--- config.mk ---
export PLATFORM = sky130hd
export DESIGN_NAME = muldiv_unit_flat
export DESIGN_NICKNAME = d
export VERILOG_FILES = /design/src/rtl/muldiv_unit_pkg.sv /design/src/rtl/muldiv_unit_if.sv /design/src/rtl/muldiv_unit.sv /design/src/flat_wrapper.sv
export SDC_FILE = /design/constraint.sdc
export NUM_CORES = 1
export LEC_CHECK = 0
export ABC_AREA = 1
export CAP_MARGIN = 0
export CORE_UTILIZATION = 45
export DETAILED_ROUTE_END_ITERATION = 8
export MAX_ROUTING_LAYER = met4
export REMOVE_ABC_BUFFERS = 1
export SLEW_MARGIN = 25
export SYNTH_ARGS = -nofsm -noshare
export SYNTH_HDL_FRONTEND = slang
export SYNTH_SLANG_ARGS = --single-unit
--- constraint.sdc ---
create_clock -name clk -period 5.9 [get_ports clk]
set_input_delay 1.18 -clock clk [delete_from_list [all_inputs] [get_ports clk]]
set_output_delay 1.18 -clock clk [all_outputs]
set_load 0.01 [all_outputs]
--- src/rtl/muldiv_unit_pkg.sv ---
// Shared definitions for the HI/LO multiply/divide unit: data width and op codes.
package muldiv_unit_pkg;

  localparam int DATA_WIDTH = 32;
  localparam int MD_OP_W    = 3;

  typedef logic [DATA_WIDTH-1:0] data_t;

  typedef enum logic [MD_OP_W-1:0] {
    MD_MULT  = 3'd0,
    MD_MULTU = 3'd1,
    MD_DIV   = 3'd2,
    MD_DIVU  = 3'd3,
    MD_MTHI  = 3'd4,
    MD_MTLO  = 3'd5
  } md_op_e;

  // True for the four operations that occupy the iterative datapath.
  function automatic logic isMulDiv(input logic [MD_OP_W-1:0] op);
    return (op == MD_MULT) | (op == MD_MULTU) | (op == MD_DIV) | (op == MD_DIVU);
  endfunction

  // True for the operations that treat their operands as two's complement.
  function automatic logic isSignedOp(input logic [MD_OP_W-1:0] op);
    return (op == MD_MULT) | (op == MD_DIV);
  endfunction

endpackage

--- src/rtl/muldiv_unit_if.sv ---
// Request/result bundle between the EX stage (master) and the mul/div unit (slave).
interface muldiv_unit_if;
  import muldiv_unit_pkg::*;

  logic               md_start;
  logic [MD_OP_W-1:0] md_op;
  data_t              md_a;
  data_t              md_b;
  logic               md_flush;
  data_t              hi;
  data_t              lo;
  logic               md_busy;
  logic               md_stall;
  logic               md_done;

  modport master (
    output md_start, md_op, md_a, md_b, md_flush,
    input  hi, lo, md_busy, md_stall, md_done
  );

  modport slave (
    input  md_start, md_op, md_a, md_b, md_flush,
    output hi, lo, md_busy, md_stall, md_done
  );

endinterface

--- src/rtl/muldiv_unit.sv ---
// Iterative MIPS-style HI/LO unit: shift-add multiply and restoring divide sharing
// one 64-bit accumulator, one bit per cycle, with sign fix-up in a final FIX cycle.
module muldiv_unit
  import muldiv_unit_pkg::*;
#(
  parameter int CYCLES = 32
) (
  input logic          clk,
  input logic          rst_n,
  muldiv_unit_if.slave bus
);

  localparam int CNT_W = (CYCLES > 1) ? $clog2(CYCLES) : 1;
  localparam logic [CNT_W-1:0] CNT_LAST = CNT_W'(CYCLES - 1);

  typedef enum logic [1:0] {
    IDLE = 2'd0,
    RUN  = 2'd1,
    FIX  = 2'd2
  } state_e;

  state_e           state_q, state_d;
  logic [CNT_W-1:0] cnt_q, cnt_d;
  logic [63:0]      acc_q, acc_d;
  data_t            b_q, b_d;
  logic             isDiv_q, isDiv_d;
  logic             negQ_q, negQ_d;
  logic             negR_q, negR_d;
  data_t            hi_q, hi_d;
  data_t            lo_q, lo_d;

  logic        idle;
  logic        accept;
  logic        aNeg, bNeg;
  data_t       aMag, bMag;
  logic [32:0] mulSum;
  logic [63:0] mulNext;
  logic [32:0] divTrial;
  logic [63:0] divNext;
  logic [63:0] prodFix;
  data_t       quotFix, remFix;

  assign idle   = (state_q == IDLE);
  assign accept = bus.md_start & isMulDiv(bus.md_op) & idle & ~bus.md_flush;

  // Signed ops iterate on magnitudes; the result signs are remembered for FIX.
  assign aNeg = isSignedOp(bus.md_op) & bus.md_a[DATA_WIDTH-1];
  assign bNeg = isSignedOp(bus.md_op) & bus.md_b[DATA_WIDTH-1];
  assign aMag = aNeg ? data_t'(-bus.md_a) : bus.md_a;
  assign bMag = bNeg ? data_t'(-bus.md_b) : bus.md_b;

  // Multiply step: conditionally add multiplicand to the upper half, shift right.
  assign mulSum  = {1'b0, acc_q[63:32]} + (acc_q[0] ? {1'b0, b_q} : 33'd0);
  assign mulNext = {mulSum, acc_q[31:1]};

  // Restoring divide step: trial subtract on the shifted remainder, quotient bit in LSB.
  assign divTrial = acc_q[63:31] - {1'b0, b_q};
  assign divNext  = divTrial[32] ? {acc_q[62:0], 1'b0}
                                 : {divTrial[31:0], acc_q[30:0], 1'b1};

  assign prodFix = negQ_q ? -acc_q : acc_q;
  assign quotFix = negQ_q ? data_t'(-acc_q[31:0])  : acc_q[31:0];
  assign remFix  = negR_q ? data_t'(-acc_q[63:32]) : acc_q[63:32];

  // State register; reset or any flush lands in IDLE.
  always_ff @(posedge clk or negedge rst_n) begin
    if (!rst_n) state_q <= IDLE;
    else        state_q <= state_d;
  end

  // Next-state logic; flush outranks every transition.
  always_comb begin
    state_d = state_q;
    if (bus.md_flush) begin
      state_d = IDLE;
    end else begin
      case (state_q)
        IDLE:    if (accept) state_d = RUN;
        RUN:     if (cnt_q == CNT_LAST) state_d = FIX;
        FIX:     state_d = IDLE;
        default: state_d = IDLE;
      endcase
    end
  end

  // Datapath and HI/LO next values; HI/LO only change in FIX or on MTHI/MTLO.
  always_comb begin
    cnt_d   = cnt_q;
    acc_d   = acc_q;
    b_d     = b_q;
    isDiv_d = isDiv_q;
    negQ_d  = negQ_q;
    negR_d  = negR_q;
    hi_d    = hi_q;
    lo_d    = lo_q;
    if (bus.md_flush) begin
      cnt_d = '0;
    end else begin
      case (state_q)
        IDLE: begin
          cnt_d = '0;
          if (accept) begin
            acc_d   = {32'd0, aMag};
            b_d     = bMag;
            isDiv_d = (bus.md_op == MD_DIV) | (bus.md_op == MD_DIVU);
            negQ_d  = aNeg ^ bNeg;
            negR_d  = aNeg;
          end else if (bus.md_start && bus.md_op == MD_MTHI) begin
            hi_d = bus.md_a;
          end else if (bus.md_start && bus.md_op == MD_MTLO) begin
            lo_d = bus.md_a;
          end
        end
        RUN: begin
          acc_d = isDiv_q ? divNext : mulNext;
          cnt_d = cnt_q + 1'b1;
        end
        FIX: begin
          cnt_d = '0;
          if (isDiv_q) begin
            hi_d = remFix;
            lo_d = quotFix;
          end else begin
            hi_d = prodFix[63:32];
            lo_d = prodFix[31:0];
          end
        end
        default: cnt_d = '0;
      endcase
    end
  end

  // Datapath registers; reset clears the counter and architectural HI/LO.
  always_ff @(posedge clk or negedge rst_n) begin
    if (!rst_n) begin
      cnt_q   <= '0;
      acc_q   <= '0;
      b_q     <= '0;
      isDiv_q <= 1'b0;
      negQ_q  <= 1'b0;
      negR_q  <= 1'b0;
      hi_q    <= '0;
      lo_q    <= '0;
    end else begin
      cnt_q   <= cnt_d;
      acc_q   <= acc_d;
      b_q     <= b_d;
      isDiv_q <= isDiv_d;
      negQ_q  <= negQ_d;
      negR_q  <= negR_d;
      hi_q    <= hi_d;
      lo_q    <= lo_d;
    end
  end

  // Outputs: done only in an unflushed FIX, stall covers the accepting cycle too.
  always_comb begin
    bus.hi       = hi_q;
    bus.lo       = lo_q;
    bus.md_busy  = (state_q == RUN) | (state_q == FIX);
    bus.md_done  = (state_q == FIX) & ~bus.md_flush;
    bus.md_stall = (bus.md_start & isMulDiv(bus.md_op) & idle) | bus.md_busy;
  end

endmodule

--- src/flat_wrapper.sv ---
// flat-port wrapper written by rule: the top's interface ports become plain ports
module muldiv_unit_flat import muldiv_unit_pkg::*;
#(
  parameter int CYCLES = 32
)
  (clk, rst_n, bus_md_start, bus_md_op, bus_md_a, bus_md_b, bus_md_flush, bus_hi, bus_lo, bus_md_busy, bus_md_stall, bus_md_done);
  muldiv_unit_if bus_i ();
  input logic clk;
  input logic rst_n;
  input wire logic [$bits(bus_i.md_start)-1:0] bus_md_start;
  input wire logic [$bits(bus_i.md_op)-1:0] bus_md_op;
  input wire logic [$bits(bus_i.md_a)-1:0] bus_md_a;
  input wire logic [$bits(bus_i.md_b)-1:0] bus_md_b;
  input wire logic [$bits(bus_i.md_flush)-1:0] bus_md_flush;
  output wire logic [$bits(bus_i.hi)-1:0] bus_hi;
  output wire logic [$bits(bus_i.lo)-1:0] bus_lo;
  output wire logic [$bits(bus_i.md_busy)-1:0] bus_md_busy;
  output wire logic [$bits(bus_i.md_stall)-1:0] bus_md_stall;
  output wire logic [$bits(bus_i.md_done)-1:0] bus_md_done;
  assign bus_i.md_start = bus_md_start;
  assign bus_i.md_op = bus_md_op;
  assign bus_i.md_a = bus_md_a;
  assign bus_i.md_b = bus_md_b;
  assign bus_i.md_flush = bus_md_flush;
  assign bus_hi = bus_i.hi;
  assign bus_lo = bus_i.lo;
  assign bus_md_busy = bus_i.md_busy;
  assign bus_md_stall = bus_i.md_stall;
  assign bus_md_done = bus_i.md_done;
  muldiv_unit #(.CYCLES(CYCLES)) u_core (.clk(clk), .rst_n(rst_n), .bus(bus_i));
endmodule
==> flow_summary.toml, run 1 <==
[placement]
hpwl_mm = 54.6
place.gp.congestion = 1.00
port-buffer-count = 137
dpl_worst_slack_ns = 2.10
dp_cells = 3543

[timing]
layout_setup_ws_ns = 1.81
skew_ns = 0.0126
tightest_slew_ns = 0.987
finalMaxSlewViolations = 0
max-slew-margin-rel = 0.342
layout_min_cycle_time_ns = 4.09
final.setup.tns_ns = 0
rsz0062_at_grt = "no"
fmax_mhz = 244
final_hold_viol_count = 0
finalSetupViolations = 0
fin_crit_sh = 0.694

[logic_synthesis]
ys_ff_latch = 170
syn_inst = 2969
seq_area_frac_synth = 0.245
synth_warnings = 0
ys_types = 50
synthArstFlopShare = 1.00
ys.flop_type = "dfrtp_1"
syn_area_per_cell_um2 = 5.85
synth_edf_count = 0
mappedNetlistArea_um2 = 17400

[clocking]
cts_setup_buffers = 0
cts.path.max_buffers = 2
cts_tree = "done"
cts_resized = 0
clock_latency_ns = 0.48
hold_buffers = 0
cts_buffers = 17
path_clk_slew_ns = 0.07
cts.sinks = 170
htree_num_levels = 4
cts_root_buf = "clkbuf_16"

[final_layout]
layout-drive-gt1-share = 0.0339
synthToLayoutAreaGrowth_pct = 13.7
fin_cells = 3575
finalNetCount = 3198
diodes = 0
final_cell_mix = "nand2_1, nor2_1, inv_1, nand3_1, a21oi_1"
filler_cell_count = 4076
final_common_cell = "nand2_1"

[critical_path]
required_ns = 4.72
start_kind = "register"
cpLargestDelayFamily = "buffers and inverters"
path_buf_inv = 3
critPathKind = "reg -> out"
max_stage_delay_ns = 0.72
critPathSlowestCell = "clkinv_1"
endpoint_kind = "primary output"
cp.arrival_ns = 2.91
critPathMaxFanout = 18
crit_chain = "inv_1 > ha_2 > clkinv_1 > nor2_1 > clkdlybuf4s50_1"

[die]
initial_core_util = 0.459
core_area_um2 = 37800
die_h_um = 198
rows = 71
die_area_um2 = 39400
ios = 138
die_w_um = 198

[pwr]
power_uw = 7370
ir_drop_uv = 251
powerDensity_nw_per_um2 = 373
p_leak_uw = 0.00997

[global_routing]
overflow = 0
grt_max_degree = 93
gr-usage-all-layers = 0.369
antenna_found_initial = 0
grt_pass1_vias = 19158
grt_pass1_wl_mm = 107

[drt]
finalWirelength_mm = 69.3
wl_per_cell_um = 19.4
firstDrtPassIters = 6
vias = 20036
vias_per_cell = 5.60
drc = 0
ant_nets = 0
drt_first_iter_violations = 1659

[flow_run]
drv_cap = 0

[worst_hold_path]
hold_class = "reg -> reg"

[outcome]
status = "complete, no violations"
## cell families (layout without fill, tap and decap cells)
group | Yosys count | count (layout) | share of synthesized area
buf+inv | 498 | 593 | 0.112
simple gates | 1703 | 1703 | 0.415
compound gates | 474 | 474 | 0.149
flops | 170 | 170 | 0.245
fa+ha+maj | 76 | 76 | 0.0556
xor+xnor | 48 | 48 | 0.0242
## layout make-up
type                    count  area, um^2  share of cell area
flip-flops and latches    170        4260               0.216
clock buffers              22         484              0.0245
multi-input cells        2301       11200               0.566
repair buffers            155        1520              0.0770
inverters                 406        1530              0.0773
well taps                 511         639              0.0324
clock inverters            10         138             0.00697
## cells in the mapped netlist (19+ instances only)
cell type | number | area share
nand4_1 | 30 | 0.011
clkbuf_1 | 61 | 0.013
xor2_1 | 29 | 0.015
nor3_1 | 33 | 0.0095
o21ai_0 | 171 | 0.049
nand3_1 | 319 | 0.092
xnor2_1 | 19 | 0.0096
inv_1 | 397 | 0.086
nor2_1 | 407 | 0.088
nand2_1 | 840 | 0.18
a31oi_1 | 48 | 0.017
a21oi_1 | 188 | 0.054
ha_1 | 74 | 0.053
dfrtp_1 | 170 | 0.25
## path summary, 6_finish.rpt
| check | from | to | slack (ns) | depth (start not counted) |
|---|---|---|---|---|
| max in group asynchronous | rst_n | u_core.isDiv_q$_DFFE_PN0P_ | 4.09 | 2 |
| worst min register to register | u_core.cnt_q[0]$_DFF_PN0_ | u_core.cnt_q[0]$_DFF_PN0_ | 0.47 | 1 |
| worst max-delay path | u_core.state_q[0]$_DFFE_PN0P_ | bus_md_done | 1.81 | 5 |
| min in group asynchronous | rst_n | u_core.bus.lo[8]$_DFFE_PN0P_ | 0.74 | 1 |
| worst min-delay path | u_core.cnt_q[0]$_DFF_PN0_ | u_core.cnt_q[0]$_DFF_PN0_ | 0.47 | 1 |
| worst max register to register | u_core.acc_q[31]$_DFFE_PN0P_ | u_core.acc_q[41]$_DFFE_PN0P_ | 2.55 | 17 |
## layer usage
metal / up-vias / GRT usage / wire, um
li1: 9745 / - / -
met1: 9294 / 0.420 / 27500
met3: 192 / 0.0341 / 3930
met2: 805 / 0.635 / 33700
met5: - / - / 0
met4: 0 / 0.213 / 4160
## flip-flops by register name, summed over array words and instances, names as in the netlist
name	cells
u_core.acc_q	64
u_core.b_q	32
u_core.bus.hi	32
u_core.bus.lo	32
u_core.cnt_q	5
u_core.isDiv_q	1
u_core.negQ_q	1
u_core.negR_q	1
u_core.state_q	2
## power by group
| group | internal (uW) | switching (uW) | leakage, uW |
|---|---|---|---|
| sequential | 1540 | 448 | 0.00206 |
| clock | 711 | 544 | 0.000303 |
| combinational | 1480 | 2640 | 0.00761 |
## stage by stage
| stage | hold slack (ns) | area, um^2 | util |
|---|---|---|---|
| floorplan | 0.429 | 16900 | - |
| global placement | 0.445 | 19100 | 0.505 |
| detailed placement | 0.464 | 19100 | 0.505 |
| CTS | 0.475 | 19700 | 0.521 |
| global route | 0.491 | 19700 | 0.522 |
| finish | 0.468 | 19700 | 0.522 |
Note: power is estimated with default switching activity, not from simulation.
==> inputs of run 2 (changes only) <==
--- a/config.mk
+++ b/config.mk
@@ -10,6 +10,7 @@
 export CORE_UTILIZATION = 45
 export DETAILED_ROUTE_END_ITERATION = 8
 export MAX_ROUTING_LAYER = met4
+export PLACE_DENSITY = 0.67
 export REMOVE_ABC_BUFFERS = 1
 export SLEW_MARGIN = 25
 export SYNTH_ARGS = -nofsm -noshare
==> constraint.sdc (replaced) <==
create_clock -name clk -period 3.65 [get_ports clk]
set_input_delay 0.73 -clock clk [delete_from_list [all_inputs] [get_ports clk]]
set_output_delay 0.73 -clock clk [all_outputs]
set_load 0.01 [all_outputs]
==> flow_summary.toml, run 2 (synthesized netlist as in run 1, its figures left out) <==
[outcome]
status = "complete, no violations"

[drt]
drt_first_iter_violations = 1587
vias_per_cell = 5.59
drc = 0
finalWirelength_mm = 70.4
vias = 20113
wl_per_cell_um = 19.6
firstDrtPassIters = 6
ant_nets = 0

[final_layout]
diodes = 0
layout-drive-gt1-share = 0.0421
regMostFlops = "u_core.acc_q"
final_util = 0.528
synthToLayoutAreaGrowth_pct = 15.0
finalNetCount = 3223
fin_area_um2 = 20000
final_common_cell = "nand2_1"
largest_reg_flops = 64
final_cell_mix = "nand2_1, nor2_1, inv_1, nand3_1, a21oi_1"

[critical_path]
max_stage_delay_ns = 0.47
reg2reg_depth = 15
required_ns = 4.04
critPathSlowestCell = "dfrtp_1"
endpoint = "u_core.acc_q[60]$_DFFE_PN0P_"
worstReg2RegEnd = "u_core.acc_q[60]$_DFFE_PN0P_"
cp.arrival_ns = 3.38
r2r-start = "u_core.acc_q[0]$_DFFE_PN0P_"
crit_chain = "buf_12 > nand2_1 > inv_1 > ha_1 > nand2_1 > o21ai_0 > nand2_1 > nand2_1 > nand2_1 > nand2_1 > nand3b_1 > nand3_1 > nand3_1 > nand3_1 > nand2_1"
endpoint_kind = "register"
start_kind = "register"
r2r_slack_ns = 0.67
critPathMaxFanout = 31
crit_path_frequent_cell = "nand2_1"
critPathKind = "reg -> reg"
startpoint = "u_core.acc_q[0]$_DFFE_PN0P_"

[placement]
place.gp.congestion = 1.03
dpl_worst_slack_ns = 0.355
port-buffer-count = 137
place_area_um2 = 19300
hpwl_mm = 56.3

[pwr]
comb_power_share = 0.569
p_int_uw = 5980
clockPowerShare = 0.167
power_switching_uw = 6030
sequentialPowerShare = 0.264
ir_drop_uv = 398
p_leak_uw = 0.0101
p_sw_frac = 0.502
powerDensity_nw_per_um2 = 602

[global_routing]
grt_pass1_vias = 19499
antenna_found_initial = 0
grt_pass1_wl_mm = 108
overflow = 0
gr-usage-all-layers = 0.377
grt_max_degree = 83

[clocking]
path_clk_slew_ns = 0.08
clock_latency_ns = 0.51
cts.path.max_buffers = 2
htree_num_levels = 4
cts.sinks = 170
cts_tree = "done"
cts_setup_buffers = 0
cts_buffers = 17
cts_resized = 0
cts_root_buf = "clkbuf_16"
hold_buffers = 0

[worst_hold_path]
hold_class = "in -> async"

[timing]
tightest_slew_ns = 1.01
layout_min_cycle_time_ns = 2.98
max-slew-margin-rel = 0.326
fin_crit_sh = 0.817
skew_ns = 0.0216
rsz0062_at_grt = "no"
final_hold_viol_count = 0
fmax_mhz = 335
holdWs_ns = 0.231
layout_setup_ws_ns = 0.668
finalSetupViolations = 0
finalMaxSlewViolations = 0

[die]
die_w_um = 198
core_area_um2 = 37800
die_area_um2 = 39400
rows = 71
ios = 138
die_h_um = 198
initial_core_util = 0.459

[flow_run]
drv_cap = 0
-- run 2: power groups by stage --
stage               clock (uW)  combinational, uW  sequential, uW
floorplan                    0               3970            3220
global placement             0               6690            3170
detailed placement           0               6730            3170
CTS                       2040               6760            3140
global route              2100               7580            3240
finish                    2010               6830            3170
-- run 2: layout make-up --
type	count	area, um^2
clock buffer	17	425
clock inverter	15	199
fill	4016	17900
inverter	406	1520
multi-input combinational	2301	11200
sequential	170	4260
tap	511	639
timing repair buffer	180	1750
-- run 2: worst min-delay path by stage --
stage	start	to	slack, ns	cells after the start
2_1_floorplan	rst_n	u_core.acc_q[0]$_DFFE_PN0P_	0.43	0
3_3_place_gp	u_core.cnt_q[0]$_DFF_PN0_	u_core.cnt_q[0]$_DFF_PN0_	0.45	1
3_5_place_dp	u_core.cnt_q[0]$_DFF_PN0_	u_core.cnt_q[0]$_DFF_PN0_	0.46	1
4_1_cts	rst_n	u_core.bus.lo[4]$_DFFE_PN0P_	0.24	1
5_1_grt	rst_n	u_core.bus.hi[1]$_DFFE_PN0P_	0.28	1
6_report	rst_n	u_core.bus.lo[5]$_DFFE_PN0P_	0.23	1
-- run 2: routing by layer --
layer | part of all wire | wire (um) | GRT usage | vias up
met2 | 0.48 | 33800 | 0.636 | 802
met3 | 0.062 | 4330 | 0.0448 | 227
met1 | 0.39 | 27500 | 0.422 | 9274
li1 | - | - | - | 9810
met5 | 0 | 0 | - | -
met4 | 0.068 | 4790 | 0.248 | 0
-- run 2: critical path: cells and delay by family, from the launching register on --
kind,cells,cell delay (ns)
and+or+nand+nor,11,1.38
DFF,1,0.47
AOI/OAI and AO/OA,1,0.41
adders and majority gates,1,0.35
buffers and inverters,2,0.26
-- run 2: through the flow --
| step | total power [uW] | instances | setup TNS, ns |
|---|---|---|---|
| final | 12000 | 3600 | 0 |
| after global routing | 12900 | 3600 | 0 |
| after detailed placement | 9900 | 3568 | 0 |
| after floorplan | 7190 | 2877 | -29.16 |
| after global placement | 9850 | 3568 | 0 |
| after CTS | 11900 | 3600 | 0 |
